`config.mk`:
```
export PLATFORM = sky130hd
export DESIGN_NAME = alu_divisor_seq_flat
export DESIGN_NICKNAME = d
export VERILOG_FILES = /design/src/rtl/alu_divisor_seq_if.sv /design/src/rtl/alu_divisor_seq.sv /design/src/flat_wrapper.sv
export SDC_FILE = /design/constraint.sdc
export NUM_CORES = 1
export LEC_CHECK = 0
export BUFFER_PORTS_ARGS = -buffer_cell sky130_fd_sc_hd__buf_2
export CAP_MARGIN = 10
export CORE_UTILIZATION = 55
export CTS_CLUSTER_DIAMETER = 150
export DETAILED_ROUTE_END_ITERATION = 6
export GPL_TIMING_DRIVEN = 0
export PLACE_DENSITY = 0.77
export SLEW_MARGIN = 10
export SYNTH_ARGS = -nofsm -noshare
export SYNTH_HDL_FRONTEND = slang
export SYNTH_SLANG_ARGS = --single-unit
```
`constraint.sdc`:
```
create_clock -name clk -period 3.7 [get_ports clk]
set_input_delay 0.185 -clock clk [delete_from_list [all_inputs] [get_ports clk]]
set_output_delay 0.185 -clock clk [all_outputs]
set_load 0.01 [all_outputs]
```
`src/rtl/alu_divisor_seq_if.sv`:
```
// ---------------------------------------------------------------------------
// alu_divisor_seq_if
//   Bundle of the request/result signals of the sequential divider.
//
//   Handshake: the master raises start with A/B stable.  The divider samples
//   start only in IDLE or DONE, and captures A/B on that same edge.  done is
//   a one-cycle pulse.  Q/R/div_zero become valid in the done cycle and hold
//   until the next done.  start seen during CALC is ignored.
//
//   Ports (master side view)
//     start      out  1      request
//     A, B       out  WIDTH  dividend / divisor
//     busy       in   1      high while iterating
//     done       in   1      result-valid pulse
//     Q, R       in   WIDTH  quotient / remainder
//     div_zero   in   1      captured divisor was zero
//     state_dbg  in   2      current FSM state, for observation
// ---------------------------------------------------------------------------
interface alu_divisor_seq_if #(
    parameter int WIDTH = 4
);
    logic             start;
    logic [WIDTH-1:0] A;
    logic [WIDTH-1:0] B;
    logic             busy;
    logic             done;
    logic [WIDTH-1:0] Q;
    logic [WIDTH-1:0] R;
    logic             div_zero;
    logic [1:0]       state_dbg;

    modport master (
        output start, A, B,
        input  busy, done, Q, R, div_zero, state_dbg
    );

    modport slave (
        input  start, A, B,
        output busy, done, Q, R, div_zero, state_dbg
    );
endinterface

```
`src/rtl/alu_divisor_seq.sv`:
```
// ---------------------------------------------------------------------------
// alu_divisor_seq
//   Unsigned restoring divider, one quotient bit per clock.
//   Computes Q = A / B and R = A % B in WIDTH cycles after the accepting
//   edge.  A zero divisor short-circuits to DONE with Q = all ones, R = A
//   and div_zero = 1.
//
//   Ports
//     clk    in  rising-edge clock
//     rst_n  in  asynchronous active-low reset; aborts any operation
//     bus    alu_divisor_seq_if.slave (start, A, B, busy, done, Q, R,
//            div_zero, state_dbg)
// ---------------------------------------------------------------------------
module alu_divisor_seq #(
    parameter int WIDTH = 4
) (
    input  logic               clk,
    input  logic               rst_n,
    alu_divisor_seq_if.slave   bus
);
    localparam int CW = $clog2(WIDTH + 1);

    typedef enum logic [1:0] {
        S_IDLE = 2'd0,
        S_CALC = 2'd1,
        S_DONE = 2'd2
    } state_t;

    state_t           state;
    state_t           state_next;
    logic             accept;

    logic [WIDTH-1:0] rem;
    logic [WIDTH-1:0] quot;
    logic [WIDTH-1:0] div;
    logic [CW-1:0]    count;
    logic [WIDTH-1:0] q_r;
    logic [WIDTH-1:0] r_r;
    logic             dz_r;

    // Trial subtraction on the shifted partial remainder.  The top bit of the
    // shifted value is kept so the subtraction is exact at WIDTH+1 bits.
    logic [WIDTH:0]   shifted;
    logic [WIDTH:0]   trial;
    logic [WIDTH-1:0] rem_step;
    logic [WIDTH-1:0] quot_step;

    assign shifted   = {rem, quot[WIDTH-1]};
    assign trial     = shifted - {1'b0, div};
    assign rem_step  = trial[WIDTH] ? shifted[WIDTH-1:0] : trial[WIDTH-1:0];
    assign quot_step = {quot[WIDTH-2:0], ~trial[WIDTH]};

    // ---------------- state register ----------------
    always_ff @(posedge clk or negedge rst_n) begin
        if (!rst_n) begin
            state <= S_IDLE;
        end else begin
            state <= state_next;
        end
    end

    // ---------------- next state ----------------
    always_comb begin
        state_next = state;
        accept     = 1'b0;
        case (state)
            S_IDLE, S_DONE: begin
                if (bus.start) begin
                    accept     = 1'b1;
                    state_next = (bus.B == '0) ? S_DONE : S_CALC;
                end else begin
                    state_next = S_IDLE;
                end
            end
            S_CALC: begin
                if (count == CW'(1)) begin
                    state_next = S_DONE;
                end
            end
            default: state_next = S_IDLE;
        endcase
    end

    // ---------------- datapath ----------------
    always_ff @(posedge clk or negedge rst_n) begin
        if (!rst_n) begin
            rem   <= '0;
            quot  <= '0;
            div   <= '0;
            count <= '0;
            q_r   <= '0;
            r_r   <= '0;
            dz_r  <= 1'b0;
        end else if (accept) begin
            if (bus.B == '0) begin
                q_r  <= '1;
                r_r  <= bus.A;
                dz_r <= 1'b1;
            end else begin
                div   <= bus.B;
                quot  <= bus.A;
                rem   <= '0;
                count <= CW'(WIDTH);
            end
        end else if (state == S_CALC) begin
            rem   <= rem_step;
            quot  <= quot_step;
            count <= count - CW'(1);
            // Last iteration: publish this step's values directly.
            if (count == CW'(1)) begin
                q_r  <= quot_step;
                r_r  <= rem_step;
                dz_r <= 1'b0;
            end
        end
    end

    assign bus.busy      = (state == S_CALC);
    assign bus.done      = (state == S_DONE);
    assign bus.Q         = q_r;
    assign bus.R         = r_r;
    assign bus.div_zero  = dz_r;
    assign bus.state_dbg = state;
endmodule

```
`src/flat_wrapper.sv`:
```
// flat-port wrapper written by rule: the top's interface ports become plain ports
module alu_divisor_seq_flat 
#(
    parameter int WIDTH = 4
)
  (clk, rst_n, bus_start, bus_A, bus_B, bus_busy, bus_done, bus_Q, bus_R, bus_div_zero, bus_state_dbg);
  alu_divisor_seq_if #(.WIDTH(WIDTH)) bus_i ();
  input  logic clk;
  input  logic rst_n;
  input wire logic [$bits(bus_i.start)-1:0] bus_start;
  input wire logic [$bits(bus_i.A)-1:0] bus_A;
  input wire logic [$bits(bus_i.B)-1:0] bus_B;
  output wire logic [$bits(bus_i.busy)-1:0] bus_busy;
  output wire logic [$bits(bus_i.done)-1:0] bus_done;
  output wire logic [$bits(bus_i.Q)-1:0] bus_Q;
  output wire logic [$bits(bus_i.R)-1:0] bus_R;
  output wire logic [$bits(bus_i.div_zero)-1:0] bus_div_zero;
  output wire logic [$bits(bus_i.state_dbg)-1:0] bus_state_dbg;
  assign bus_i.start = bus_start;
  assign bus_i.A = bus_A;
  assign bus_i.B = bus_B;
  assign bus_busy = bus_i.busy;
  assign bus_done = bus_i.done;
  assign bus_Q = bus_i.Q;
  assign bus_R = bus_i.R;
  assign bus_div_zero = bus_i.div_zero;
  assign bus_state_dbg = bus_i.state_dbg;
  alu_divisor_seq #(.WIDTH(WIDTH)) u_core (.clk(clk), .rst_n(rst_n), .bus(bus_i));
endmodule
```
==> metrics.cfg <==
[global_routing]
grt_overflow_total = 0
grt_pass1_vias = 1190
grt_pass1_wl_um = 5310
grt_max_degree = 27
track_usage_pct = 26.4
antenna_found_initial = 0

[timing]
finClkSkew_ns = 0.00699
worst_pin_slew_ns = 0.579
fmax_mhz = 437
setup_tns_ns = 0
final-setup-viol-count = 0
rsz0062_at_grt = false
max_slew_margin_pct = 61.1
slew_violations = 0
layout_min_cycle_time_ns = 2.29
hold_viol_final = 0
period_share_pct = 61.8

[power_and_ir_drop]
total_power_mw = 1.66
power.share.clock_pct = 12.0
vdd_drop_max_mv = 0.626
intPower_mw = 0.937
power.density_nw_per_um2 = 1020
pwr-share-seq_pct = 31.3
switchingPower_mw = 0.722
switching_share_pct = 43.5
comb_power_share_pct = 56.7
leakagePower_nw = 0.774

[finish]
layout.nets = 195
seq_area_um2 = 651
layout_common_cells = dfrtp_1 (26), buf_2 (25), nand2_1 (18)
n_antenna_cell = 0
multi_input_area_um2 = 708
fillers = 189
drive_gt1_share_pct = 21.0
fin_util_pct = 70.0
final_common_cell = dfrtp_1
area_growth_pct = 15.1

[synthesis]
synth_area_um2 = 1410
seq_area_frac_synth_pct = 46.1
syn_nets = 166
synth_cell_types = 35
synth_area_per_cell_um2 = 9.53
synthTopCellsByArea = dfrtp_1 (46%), ha_1 (5.3%), nand2_1 (4.8%)
synthArstFlopShare_pct = 100
syn_inst = 148
synth_top_area_cell = dfrtp_1
synth_seq_cells = 26
synth_edf_count = 0
synth-main-ff-cell = dfrtp_1
yosysWarnings = 0
synth_top_cell_area_share_pct = 46.1

[worst_setup_path]
timing.rr.end = u_core.bus.R[3]$_DFFE_PN0P_
crit_buf_inv = 1
cp_top_family = compound AO/OA/AOI/OAI gates
endpoint_kind = flip-flop
cp_cell_sequence = inv_1, ha_1, fa_1, nand2b_1, o2bb2ai_4, xnor2_1, a2111oi_2, o21ai_1
cp_max_fo = 10
arrival_ns = 2.52
critPathRequiredTime_ns = 3.93
crit_type = flip-flop to flip-flop
rr_worst_depth = 8
worstSetupStartpoint = u_core.quot[3]$_DFFE_PN0P_
regToRegStartpoint = u_core.quot[3]$_DFFE_PN0P_
cp_slowest_cell = dfrtp_1
crit_path_max_incr_delay_ns = 0.40
crit_path_start_kind = flip-flop
r2r_slack_ns = 1.41

[route]
via_per_inst = 5.92
vias = 1207
ant_nets = 0
drt_pre_antenna_iters = 4
drc = 0
wl_um = 3000
drt-initial-drc-count = 33
wl_per_cell_um = 14.7

[placement]
dp_hpwl_um = 2220
io_buffer_count = 23
gp_congestion = 0.879

[clock_tree]
clockRootBuffer = clkbuf_4
clock-sinks = 26
post_cts_buffers = 0
cts_buffer_depth = 2
cts_made_buffers = 3
insertion_delay_ns = 0.33
cts_tree = yes
clk_pin_slew_ns = 0.15
cts_htree_levels = 1

[floorplanning]
dieWidth_um = 52.6
io_pins = 24
dieArea_um2 = 2770
die_h_um = 52.6
num_rows = 17
initial_utilization_pct = 60.8
floorplan.core_area_um2 = 2320

[hold_path]
holdPathEnd = u_core.div[3]$_DFFE_PN0P_
hp-class = input pin to flip-flop
min-delay-start = bus_B[3]
whs_path_depth = 2

[job]
cap_violations = 0

[status]
status = finished clean

-- layout make-up --
cell class              instances  share of cell area [%]
clock inverters                 1                    1.85
inverters                       9                    2.08
clock buffers                   3                    1.39
flip-flops and latches         26                    40.1
well taps                      28                    2.16
repair buffers                 24                    7.71
multi-input cells             109                    43.6
plain buffers                   4                    1.08
-- power groups by stage --
stage	Clock (mW)	Sequential, mW	Combinational, mW
3_5_place_dp	0	0.520	0.937
2_1_floorplan	0	0.527	0.696
6_report	0.200	0.518	0.940
4_1_cts	0.201	0.516	0.946
3_3_place_gp	0	0.514	0.903
5_1_grt	0.214	0.535	1.06
-- registers in the layout, summed over array words and instances, names as in the netlist --
register and cells:
u_core.bus.div_zero 1, u_core.bus.R 4, u_core.bus.Q 4, u_core.count 3, u_core.rem 4, u_core.bus.state_dbg 2, u_core.quot 4, u_core.div 4
-- Yosys cell counts (3+ instances only) --
cell       n
inv_1      8
nor2_1    15
o211ai_1   5
nand2_2    3
a21oi_1    8
nand3_1    7
a31oi_1    5
dfrtp_1   26
o21ai_0    7
nor2b_1    3
ha_1       6
a22o_1     4
nand2b_1   3
a21o_1     4
nand2_1   18
-- per-layer routing --
metal	up-vias	GRT usage [%]	wire (um)
li1	584	-	-
met2	31	45.4	1460
met1	583	32.5	1350
met4	0	12.7	82
met5	-	0	0
met3	9	2.90	105
-- per-stage QoR --
stage | worst slack (ns) | instance area, um^2 | hold WS, ns | cells
after detailed placement | 1.44 | 1560 | 0.208 | 199
final | 1.41 | 1620 | 0.101 | 204
after global placement | 1.46 | 1560 | 0.204 | 199
after floorplan | 1.66 | 1410 | -0.111 | 148
after global routing | 1.24 | 1620 | 0.109 | 204
after CTS | 1.41 | 1620 | 0.0949 | 204
-- how the worst max path moves through the flow --
stage,endpoint,slack (ns),cells past startpoint
6_report,u_core.bus.R[3]$_DFFE_PN0P_,1.41,8
5_1_grt,u_core.rem[3]$_DFFE_PN0P_,1.24,8
4_1_cts,u_core.bus.R[3]$_DFFE_PN0P_,1.41,8
3_5_place_dp,u_core.bus.R[3]$_DFFE_PN0P_,1.44,8
3_3_place_gp,u_core.bus.R[3]$_DFFE_PN0P_,1.46,8
2_1_floorplan,u_core.bus.R[3]$_DFFE_PN0P_,1.66,8
-- repair_timing --
item,4_1_cts,5_1_grt
hold endpoints to repair,26,0
hold buffers,1,0
gates resized for setup,0,0
-- cell families after synthesis --
| family | after synthesis | share of synthesized area, % |
|---|---|---|
| and+or+nand+nor | 57 | 19.3 |
| xor gates and xnor gates | 3 | 1.86 |
| DFF | 26 | 46.1 |
| muxes | 1 | 0.710 |
| adders and majority gates | 7 | 6.74 |
| buffers and inverters | 13 | 3.64 |
| AOI/OAI and AO/OA | 41 | 21.7 |
No activity file was read; power rests on OpenSTA's default activity.
